===== src/rtl/axis_frame_source.sv =====
// Purpose: captures strobed samples into a FIFO and emits them as an AXI4-Stream master with framed tlast.
// Latency: a sample written into an empty FIFO is presented on m_axis_tvalid one cycle after its write edge.
// Backpressure: m_axis_tready low holds the presented beat; samples arriving while full are dropped (sticky overflow).
//
// Ports:
//   aclk, resetn              clock (rising edge) and asynchronous active-low reset
//   sample_data, sample_ce    input sample and its one-cycle strobe
//   m_axis_tdata/tlast/tvalid/tready   AXI4-Stream master, tlast on every frame_length-th beat
//   fifo_level                entries held, including the output register
//   overflow, clear_overflow  sticky drop flag and its synchronous clear
module axis_frame_source #(
  parameter int frame_length      = 32,
  parameter int data_width        = 16,
  parameter int fifo_depth_width  = 6,
  parameter int frame_count_width = 5
) (
  input  logic                      aclk,
  input  logic                      resetn,
  input  logic [data_width-1:0]     sample_data,
  input  logic                      sample_ce,
  output logic [data_width-1:0]     m_axis_tdata,
  output logic                      m_axis_tlast,
  output logic                      m_axis_tvalid,
  input  logic                      m_axis_tready,
  output logic [fifo_depth_width:0] fifo_level,
  output logic                      overflow,
  input  logic                      clear_overflow
);

  localparam int Depth = 2 ** fifo_depth_width;
  localparam logic [fifo_depth_width:0]    LevelFull = (fifo_depth_width + 1)'(Depth);
  localparam logic [fifo_depth_width:0]    LevelOne  = (fifo_depth_width + 1)'(1);
  localparam logic [fifo_depth_width-1:0]  PtrOne    = fifo_depth_width'(1);
  localparam logic [frame_count_width-1:0] CntLast   = frame_count_width'(frame_length - 1);
  localparam logic [frame_count_width-1:0] CntOne    = frame_count_width'(1);

  logic [data_width-1:0]        mem_q [Depth];
  logic [fifo_depth_width-1:0]  wr_ptr_q, wr_ptr_d;
  logic [fifo_depth_width-1:0]  rd_ptr_q, rd_ptr_d;
  logic [fifo_depth_width:0]    level_q, level_d;
  logic [fifo_depth_width:0]    mem_cnt;
  logic [frame_count_width-1:0] cnt_q, cnt_d;
  logic [data_width-1:0]        tdata_q, tdata_d;
  logic                         tlast_q, tlast_d;
  logic                         tvalid_q, tvalid_d;
  logic                         overflow_q, overflow_d;

  logic handshake, full, accept, drop, load;

  always_comb begin
    handshake = tvalid_q & m_axis_tready;
    full      = (level_q == LevelFull);
    // A full FIFO still takes a sample when a beat leaves in the same cycle.
    accept    = sample_ce & (~full | handshake);
    drop      = sample_ce & ~accept;
    // Entries still in storage, i.e. not yet moved into the output register.
    mem_cnt   = level_q - {{fifo_depth_width{1'b0}}, tvalid_q};
    // Refill the output register only from storage: this gives the one-cycle
    // fall-through latency and keeps tready off every output path.
    load      = (mem_cnt != '0) & (~tvalid_q | handshake);
  end

  always_comb begin
    cnt_d = cnt_q;
    if (handshake) begin
      cnt_d = (cnt_q == CntLast) ? '0 : cnt_q + CntOne;
    end

    level_d = level_q;
    case ({accept, handshake})
      2'b10:   level_d = level_q + LevelOne;
      2'b01:   level_d = level_q - LevelOne;
      default: level_d = level_q;
    endcase

    wr_ptr_d = accept ? wr_ptr_q + PtrOne : wr_ptr_q;
    rd_ptr_d = load   ? rd_ptr_q + PtrOne : rd_ptr_q;

    tvalid_d = tvalid_q;
    tdata_d  = tdata_q;
    tlast_d  = tlast_q;
    if (load) begin
      tvalid_d = 1'b1;
      tdata_d  = mem_q[rd_ptr_q];
      // The new beat's index is the counter after this cycle's handshake.
      tlast_d  = (cnt_d == CntLast);
    end else if (handshake) begin
      tvalid_d = 1'b0;
      tlast_d  = 1'b0;
    end

    // A drop in the same cycle as a clear keeps the flag set.
    overflow_d = overflow_q;
    if (drop) begin
      overflow_d = 1'b1;
    end else if (clear_overflow) begin
      overflow_d = 1'b0;
    end
  end

  // Storage needs no reset: the pointers and level define what is valid.
  always_ff @(posedge aclk) begin
    if (accept) begin
      mem_q[wr_ptr_q] <= sample_data;
    end
  end

  always_ff @(posedge aclk or negedge resetn) begin
    if (!resetn) begin
      wr_ptr_q   <= '0;
      rd_ptr_q   <= '0;
      level_q    <= '0;
      cnt_q      <= '0;
      tdata_q    <= '0;
      tlast_q    <= 1'b0;
      tvalid_q   <= 1'b0;
      overflow_q <= 1'b0;
    end else begin
      wr_ptr_q   <= wr_ptr_d;
      rd_ptr_q   <= rd_ptr_d;
      level_q    <= level_d;
      cnt_q      <= cnt_d;
      tdata_q    <= tdata_d;
      tlast_q    <= tlast_d;
      tvalid_q   <= tvalid_d;
      overflow_q <= overflow_d;
    end
  end

  assign m_axis_tdata  = tdata_q;
  assign m_axis_tlast  = tlast_q;
  assign m_axis_tvalid = tvalid_q;
  assign fifo_level    = level_q;
  assign overflow      = overflow_q;

endmodule


===== config.mk =====
export PLATFORM = sky130hd
export DESIGN_NAME = axis_frame_source
export DESIGN_NICKNAME = d
export VERILOG_FILES = /design/src/rtl/axis_frame_source.sv
export SDC_FILE = /design/constraint.sdc
export NUM_CORES = 1
export LEC_CHECK = 0
export BUFFER_PORTS_ARGS = -buffer_cell sky130_fd_sc_hd__buf_4
export CAP_MARGIN = 10
export CORE_MARGIN = 3
export CORE_UTILIZATION = 62
export CTS_CLUSTER_DIAMETER = 150
export CTS_CLUSTER_SIZE = 25
export DETAILED_ROUTE_END_ITERATION = 10
export GPL_TIMING_DRIVEN = 0
export PLACE_DENSITY = 0.78
export SLEW_MARGIN = 20
export SYNTH_ARGS = -nofsm -noshare
export SYNTH_HDL_FRONTEND = slang
export SYNTH_SLANG_ARGS = --single-unit

===== constraint.sdc =====
create_clock -name aclk -period 7.2 [get_ports aclk]
set_input_delay 0.72 -clock aclk [delete_from_list [all_inputs] [get_ports aclk]]
set_output_delay 0.72 -clock aclk [all_outputs]
set_load 0.05 [all_outputs]

==> results.sh, run 1 <==
export IMPL_area_growth_syn_to_layout_pct=8.92
export IMPL_synth_top_cell_area_share_pct=74.1
export IMPL_status="complete, no violations"
export IMPL_p_leak_nw=14.2
export IMPL_seq_power_share_pct=45.6
export IMPL_final_antenna_net_count=0
export IMPL_critPathRequiredTime_ns=7.74
export IMPL_worstSetupEndpointType="flop"
export IMPL_final_cell_area_um2=45200
export IMPL_syn_area_um2=41500
export IMPL_place_area_um2=43900
export IMPL_worstMarginPinSlew_ns=1.01
export IMPL_report_final_slew_viol_count=0
export IMPL_setup_ws_ns=2.80
export IMPL_path_clk_slew_ns=0.10
export IMPL_avgSynthCellArea_um2=21.3
export IMPL_antenna_found_initial=1
export IMPL_p_comb_share_pct=35.3
export IMPL_drt_iter0_drc=3345
export IMPL_gr_total_overflow=0
export IMPL_final_nets=2134
export IMPL_synth_edff_count=1024
export IMPL_rows=94
export IMPL_coreArea_um2=66000
export IMPL_grt_pass1_wl_um=145000
export IMPL_drive_above_1_share_pct=27.2
export IMPL_cts_path_max_buffers=3
export IMPL_slew_headroom_pct=32.7
export IMPL_synthFlopType="edfxtp_1"
export IMPL_p_sw_share_pct=33.5
export IMPL_start_util_pct=62.9
export IMPL_hold_buffers=0
export IMPL_synth_area_leaders="edfxtp_1, mux4_2, dfrtp_1"
export IMPL_startpoint="fifo_level[1]"
export IMPL_avgRoutedWirePerCell_um=33.4
export IMPL_finalClockSkew_ns=0.0398
export IMPL_yosysTopAreaCell="edfxtp_1"
export IMPL_grt_pass1_vias=20700
export IMPL_ys_warn_count=0
export IMPL_rrSetupSlack_ns=2.80
export IMPL_cts_buffers=48
export IMPL_whs_ns=0.0690
export IMPL_rsz0062_at_grt="false"
export IMPL_register_area_um2=31800
export IMPL_path_class="flop to flop"
export IMPL_worst_setup_path_start_kind="flop"
export IMPL_p_int_mw=10.6
export IMPL_dr_pass1_iters=8
export IMPL_postCtsResizedCells=0
export IMPL_hpwlAfterDp_um=65400
export IMPL_postSynth_asyncResetShare_pct=4.03
export IMPL_io_pins=47
export IMPL_num_vias=21000
export IMPL_syn_num_nets=1975
export IMPL_hold_class="input pin to async pin"
export IMPL_crit_fanout=10
export IMPL_grt_max_degree=65
export IMPL_place_ws_ns=2.89
export IMPL_chipHeight_um=265
export IMPL_synthCells=1945
export IMPL_r2r_start="fifo_level[1]"
export IMPL_clock_sinks=1067
export IMPL_multi_input_area_um2=9220
export IMPL_grtUsageTotal_pct=29.0
export IMPL_cts_tree="built"
export IMPL_setup_viol=0
export IMPL_maxCapViolCount=0
export IMPL_drc=0
export IMPL_wl_um=99900
export IMPL_p_total_mw=15.9
export IMPL_crit_arrival_ns=4.93
export IMPL_ir_worst_vdd_uv=185
export IMPL_yosysUniqueCellTypes=58
export IMPL_period_needed_ns=4.40
export IMPL_fmax_mhz=227
export IMPL_fp_dieArea_um2=70100
export IMPL_via_per_inst=7.02
export IMPL_switching_power_mw=5.32
export IMPL_gp_congestion=0.953
export IMPL_cts_setup_buffers=0
export IMPL_ys_ff_latch=1067
export IMPL_cts_root_buffer="clkbuf_16"
export IMPL_clkPwrFrac_pct=19.2
export IMPL_finalSetupTns_ns=0
export IMPL_synth_seq_area_share_pct=76.7
export IMPL_cts_max_level=2
export IMPL_n_fill_cell=3914
export IMPL_io_buffers=45
export IMPL_die_x_um=265
export IMPL_hold_viol_final=0
export IMPL_power_density_nw_per_um2=352
export IMPL_clk_latency_ns=0.65
export IMPL_fin_crit_sh_pct=61.1
## layout make-up
class                      instances  area share [%]
antenna                            1         0.00554
buffer                           113            1.29
clock buffer                      68            2.87
clock inverter                     3          0.0581
inverter                           7          0.0581
multi-input combinational        758            20.4
sequential                      1067            70.4
tap                              864            2.39
timing repair buffer             109            2.51
## power groups by stage
| stage | registers [mW] | clock network (mW) | logic, mW |
|---|---|---|---|
| final | 7.24 | 3.05 | 5.60 |
| after global routing | 7.26 | 3.28 | 5.84 |
| after CTS | 7.24 | 3.07 | 5.54 |
| after detailed placement | 7.37 | 0 | 5.50 |
| after global placement | 7.36 | 0 | 5.30 |
| after floorplan | 7.54 | 0 | 3.34 |
## Yosys cell counts, drive strengths merged (9+ instances only)
master,n
edfxtp,1024
mux4,233
nor2,76
nand2,68
buf,60
mux2,60
clkbuf,53
mux2i,53
dfrtp,43
a221oi,38
o211ai,29
o21ai,23
a221o,17
and3,16
a22o,14
nand3,13
ha,9
nor2b,9
xnor2,9
## metal layers
layer  vias up  GRT usage [%]  part of all wire (%)
li1       8384              -                     -
met2      1438           45.2                    48
met1     11000           42.5                    37
met3       202           6.19                    12
met4         0           8.93                   3.5
met5         -              0                     0
## registers in the layout (all words and copies together), names as in the netlist
signal / count
m_axis_tdata: 16
mem_q: 1024
rd_ptr_q: 6
m_axis_tvalid: 1
fifo_level: 7
overflow: 1
wr_ptr_q: 6
cnt_q: 5
m_axis_tlast: 1
## worst paths after layout
check                                       end  depth (start not counted)
worst max-delay path              fifo_level[6]                         15
worst min-delay path                   cnt_q[1]                          1
worst max register to register    fifo_level[6]                         15
worst min register to register      wr_ptr_q[2]                          1
max in group asynchronous       m_axis_tdata[6]                          1
min in group aclk                      overflow                          2
## critical path, stage by stage (launching register included)
cell	delay [ns]
dfrtp_1	0.40
clkbuf_1	0.19
or4_1	0.67
nor3_1	0.31
nor2b_1	0.13
inv_1	0.20
ha_1	0.22
clkbuf_1	0.30
clkbuf_1	0.40
xor2_1	0.18
ha_1	0.20
or3b_2	0.46
nand2_1	0.07
a21boi_0	0.12
o211a_1	0.26
o211ai_1	0.20
## cell families (layout without fill, tap and decap cells)
family / after synthesis / after routing / synth area share [%]
buf+inv: 120 / 300 / 1.47
other cells: 0 / 1 / 0
mux: 346 / 346 / 15.6
simple gates: 218 / 218 / 2.47
xor+xnor: 16 / 16 / 0.338
compound gates: 169 / 169 / 3.20
fa+ha+maj: 9 / 9 / 0.271
flops: 1067 / 1067 / 76.7
## through the flow
| stage | cells | util, % |
|---|---|---|
| 2_1_floorplan | 1945 | - |
| 3_3_place_gp | 2854 | 65.0 |
| 3_5_place_dp | 2918 | 66.5 |
| 4_1_cts | 2989 | 68.5 |
| 5_1_grt | 2989 | 68.5 |
| 6_report | 2990 | 68.5 |
## layout by cell type, fill, tap and decap left out, types with 7 or more instances in the layout
master     Yosys  layout
a221o_1       17      17
a221oi_1      38      38
a22o_1        14      14
and3_1        16      16
buf_1         10      10
buf_2         29      29
buf_4          9      54
buf_6         12      56
buf_8          0      20
clkbuf_1      53      72
clkbuf_16      0      49
dfrtp_1       43      43
edfxtp_1    1024    1024
ha_1           9       9
mux2_2        60      60
mux2i_1       53      53
mux4_2       233     233
nand2_1       68      68
nand3_1       13      13
nor2_1        76      12
nor2_2         0      64
nor2b_1        9       9
o211ai_1      29      29
o21ai_0       10      10
o21ai_1       13      13
o221ai_1       7       7
xnor2_1        9       9
xor2_1         7       7
Power figures use the tool's default switching activity.
==> run 2, diff against run 1 <==
--- a/config.mk
+++ b/config.mk
@@ -8,12 +8,12 @@
 export BUFFER_PORTS_ARGS = -buffer_cell sky130_fd_sc_hd__buf_4
 export CAP_MARGIN = 10
 export CORE_MARGIN = 3
-export CORE_UTILIZATION = 62
+export CORE_UTILIZATION = 57
 export CTS_CLUSTER_DIAMETER = 150
 export CTS_CLUSTER_SIZE = 25
 export DETAILED_ROUTE_END_ITERATION = 10
 export GPL_TIMING_DRIVEN = 0
-export PLACE_DENSITY = 0.78
+export PLACE_DENSITY = 0.76
 export SLEW_MARGIN = 20
 export SYNTH_ARGS = -nofsm -noshare
 export SYNTH_HDL_FRONTEND = slang
==> constraint.sdc (replaced) <==
create_clock -name aclk -period 3.7 [get_ports aclk]
set_input_delay 0.37 -clock aclk [delete_from_list [all_inputs] [get_ports aclk]]
set_output_delay 0.37 -clock aclk [all_outputs]
set_load 0.05 [all_outputs]
==> results.sh, run 2 (synthesis results as in run 1) <==
export IMPL_final_cell_mix="edfxtp_1, mux4_2, clkbuf_1, nand2_1"
export IMPL_cp_slowest_cell="nor2_2"
export IMPL_slowest_delay_ns=0.76
export IMPL_area_growth_syn_to_layout_pct=9.50
export IMPL_setup_ws_ns=0.103
export IMPL_largest_reg_flops=1024
export IMPL_grt_max_degree=65
export IMPL_gp_congestion=0.975
export IMPL_grtUsageTotal_pct=26.6
export IMPL_cp_cell_sequence="nand2_1, inv_1, nor3_2, nor2b_1, inv_2, nor2_1, nand2_1, nor2_2, buf_6"
export IMPL_p_leak_nw=14.2
export IMPL_cts_buffers=48
export IMPL_crit_arrival_ns=3.93
export IMPL_cts_root_buffer="clkbuf_16"
export IMPL_path_clk_slew_ns=0.11
export IMPL_dr_pass1_iters=6
export IMPL_finalClockSkew_ns=0.0402
export IMPL_maxCapViolCount=0
export IMPL_report_final_slew_viol_count=0
export IMPL_final_antenna_net_count=0
export IMPL_ir_worst_vdd_uv=678
export IMPL_path_class="flop to flop"
export IMPL_clk_latency_ns=0.65
export IMPL_n_fill_cell=4682
export IMPL_drive_above_1_share_pct=27.9
export IMPL_worstSetupEndpointType="flop"
export IMPL_num_vias=21000
export IMPL_layout_commonest_cell="edfxtp_1"
export IMPL_io_buffers=45
export IMPL_regMostFlops="mem_q"
export IMPL_hpwlAfterDp_um=65100
export IMPL_start_util_pct=57.7
export IMPL_setup_viol=0
export IMPL_placed_cells=3004
export IMPL_clock_sinks=1067
export IMPL_rows=98
export IMPL_die_x_um=276
export IMPL_wl_um=99100
export IMPL_avgRoutedWirePerCell_um=32.1
export IMPL_coreArea_um2=71900
export IMPL_worstMarginPinSlew_ns=0.982
export IMPL_crit_top_cell="nand2_1"
export IMPL_fmax_mhz=278
export IMPL_rsz0062_at_grt="true"
export IMPL_chipHeight_um=276
export IMPL_io_pins=47
export IMPL_status="complete, no violations"
export IMPL_via_per_inst=6.79
export IMPL_worst_setup_path_start_kind="flop"
export IMPL_critPathRequiredTime_ns=4.03
export IMPL_final_nets=2139
export IMPL_antenna_found_initial=5
export IMPL_fin_crit_sh_pct=97.2
export IMPL_drc=0
export IMPL_grt_pass1_vias=20600
export IMPL_stdcell_count=3085
export IMPL_cts_tree="built"
export IMPL_place_ws_ns=-0.352
export IMPL_gr_total_overflow=0
export IMPL_hold_viol_final=0
export IMPL_crit_buf_inv=3
export IMPL_cts_max_level=2
export IMPL_slew_headroom_pct=34.6
export IMPL_hold_class="input pin to flop"
export IMPL_drt_iter0_drc=3252
export IMPL_critPathTopFamily="simple AND/OR/NAND/NOR gates"
export IMPL_cts_path_max_buffers=3
export IMPL_fp_dieArea_um2=76100
export IMPL_crit_fanout=12
export IMPL_period_needed_ns=3.60
export IMPL_grt_pass1_wl_um=144000
export IMPL_power_density_nw_per_um2=683
==> run 2: cell count changes in the layout (fill, tap and decap cells not counted), moves of 2 or more <==
cell,delta
dfrtp_2,+3
nor2_2,-3
dlygate4sd3_1,+3
buf_6,-2
buf_4,+7
diode_2,+2
nor2_4,+3
clkbuf_1,-4
dfrtp_1,-3
clkbuf_4,+2
buf_8,+2
==> run 2: cell type report <==
class                      count  area (um2)  share of cell area [%]
inverter                       7        26.3                  0.0578
clock inverter                 3        26.3                  0.0578
clock buffer                  70        1310                    2.87
timing repair buffer         119        1220                    2.69
antenna                        3        7.51                  0.0165
multi-input combinational    758        9250                    20.4
sequential                  1067       31800                    70.1
buffer                       108         582                    1.28
tap                          950        1190                    2.62
==> run 2: routing by layer <==
layer | vias to the layer above | track usage (%) | wire (um)
li1 | 8412 | - | -
met1 | 11000 | 39.2 | 37400
met3 | 160 | 5.24 | 11200
met5 | - | 0 | 44
met2 | 1341 | 41.5 | 47500
met4 | 2 | 7.46 | 2900
==> run 2: final timing paths <==
check / from / end / slack (ns) / cells after the start
max in group asynchronous: resetn / fifo_level[3] / 3.02 / 2
worst min-delay path: m_axis_tready / m_axis_tlast / 0.23 / 3
worst min register to register: wr_ptr_q[2] / wr_ptr_q[2] / 0.52 / 1
worst max register to register: m_axis_tvalid / mem_q[33][5] / 0.10 / 9
worst max-delay path: m_axis_tvalid / mem_q[33][5] / 0.10 / 9
min in group asynchronous: resetn / fifo_level[2] / 0.26 / 2
==> run 2: through the flow <==
stage | TNS (ns) | util (%) | hold slack (ns) | power [mW] | cell area [um2]
floorplan | 0 | - | 0.0744 | 21.2 | 41500
global placement | -150.31 | 59.9 | 0.386 | 24.7 | 43000
detailed placement | -0.577 | 61.2 | 0.401 | 25.1 | 44000
CTS | 0 | 63.1 | 0.206 | 30.9 | 45400
global route | -0.104 | 63.2 | 0.248 | 32.0 | 45400
finish | 0 | 63.2 | 0.232 | 31.0 | 45400
==> run 2: what timing repair did <==
item | 4_1_cts | 5_1_grt
gates resized for setup | 8 | 3
setup buffers | 0 | 7
hold buffers | 3 | 0
setup endpoints to repair | 24 | 200
endpoints found under the hold margin | 44 | 0
==> run 2: power by group <==
part           internal, mW  switching, mW
logic                  4.34           6.56
clock network          2.47           3.51
registers              13.8          0.344
==> run 2: worst reg2reg max path: cells and delay by family (launching register included) <==
kind / cells / cell delay (ns)
simple gates: 6 / 2.14
flops: 1 / 0.58
buf+inv: 3 / 0.56
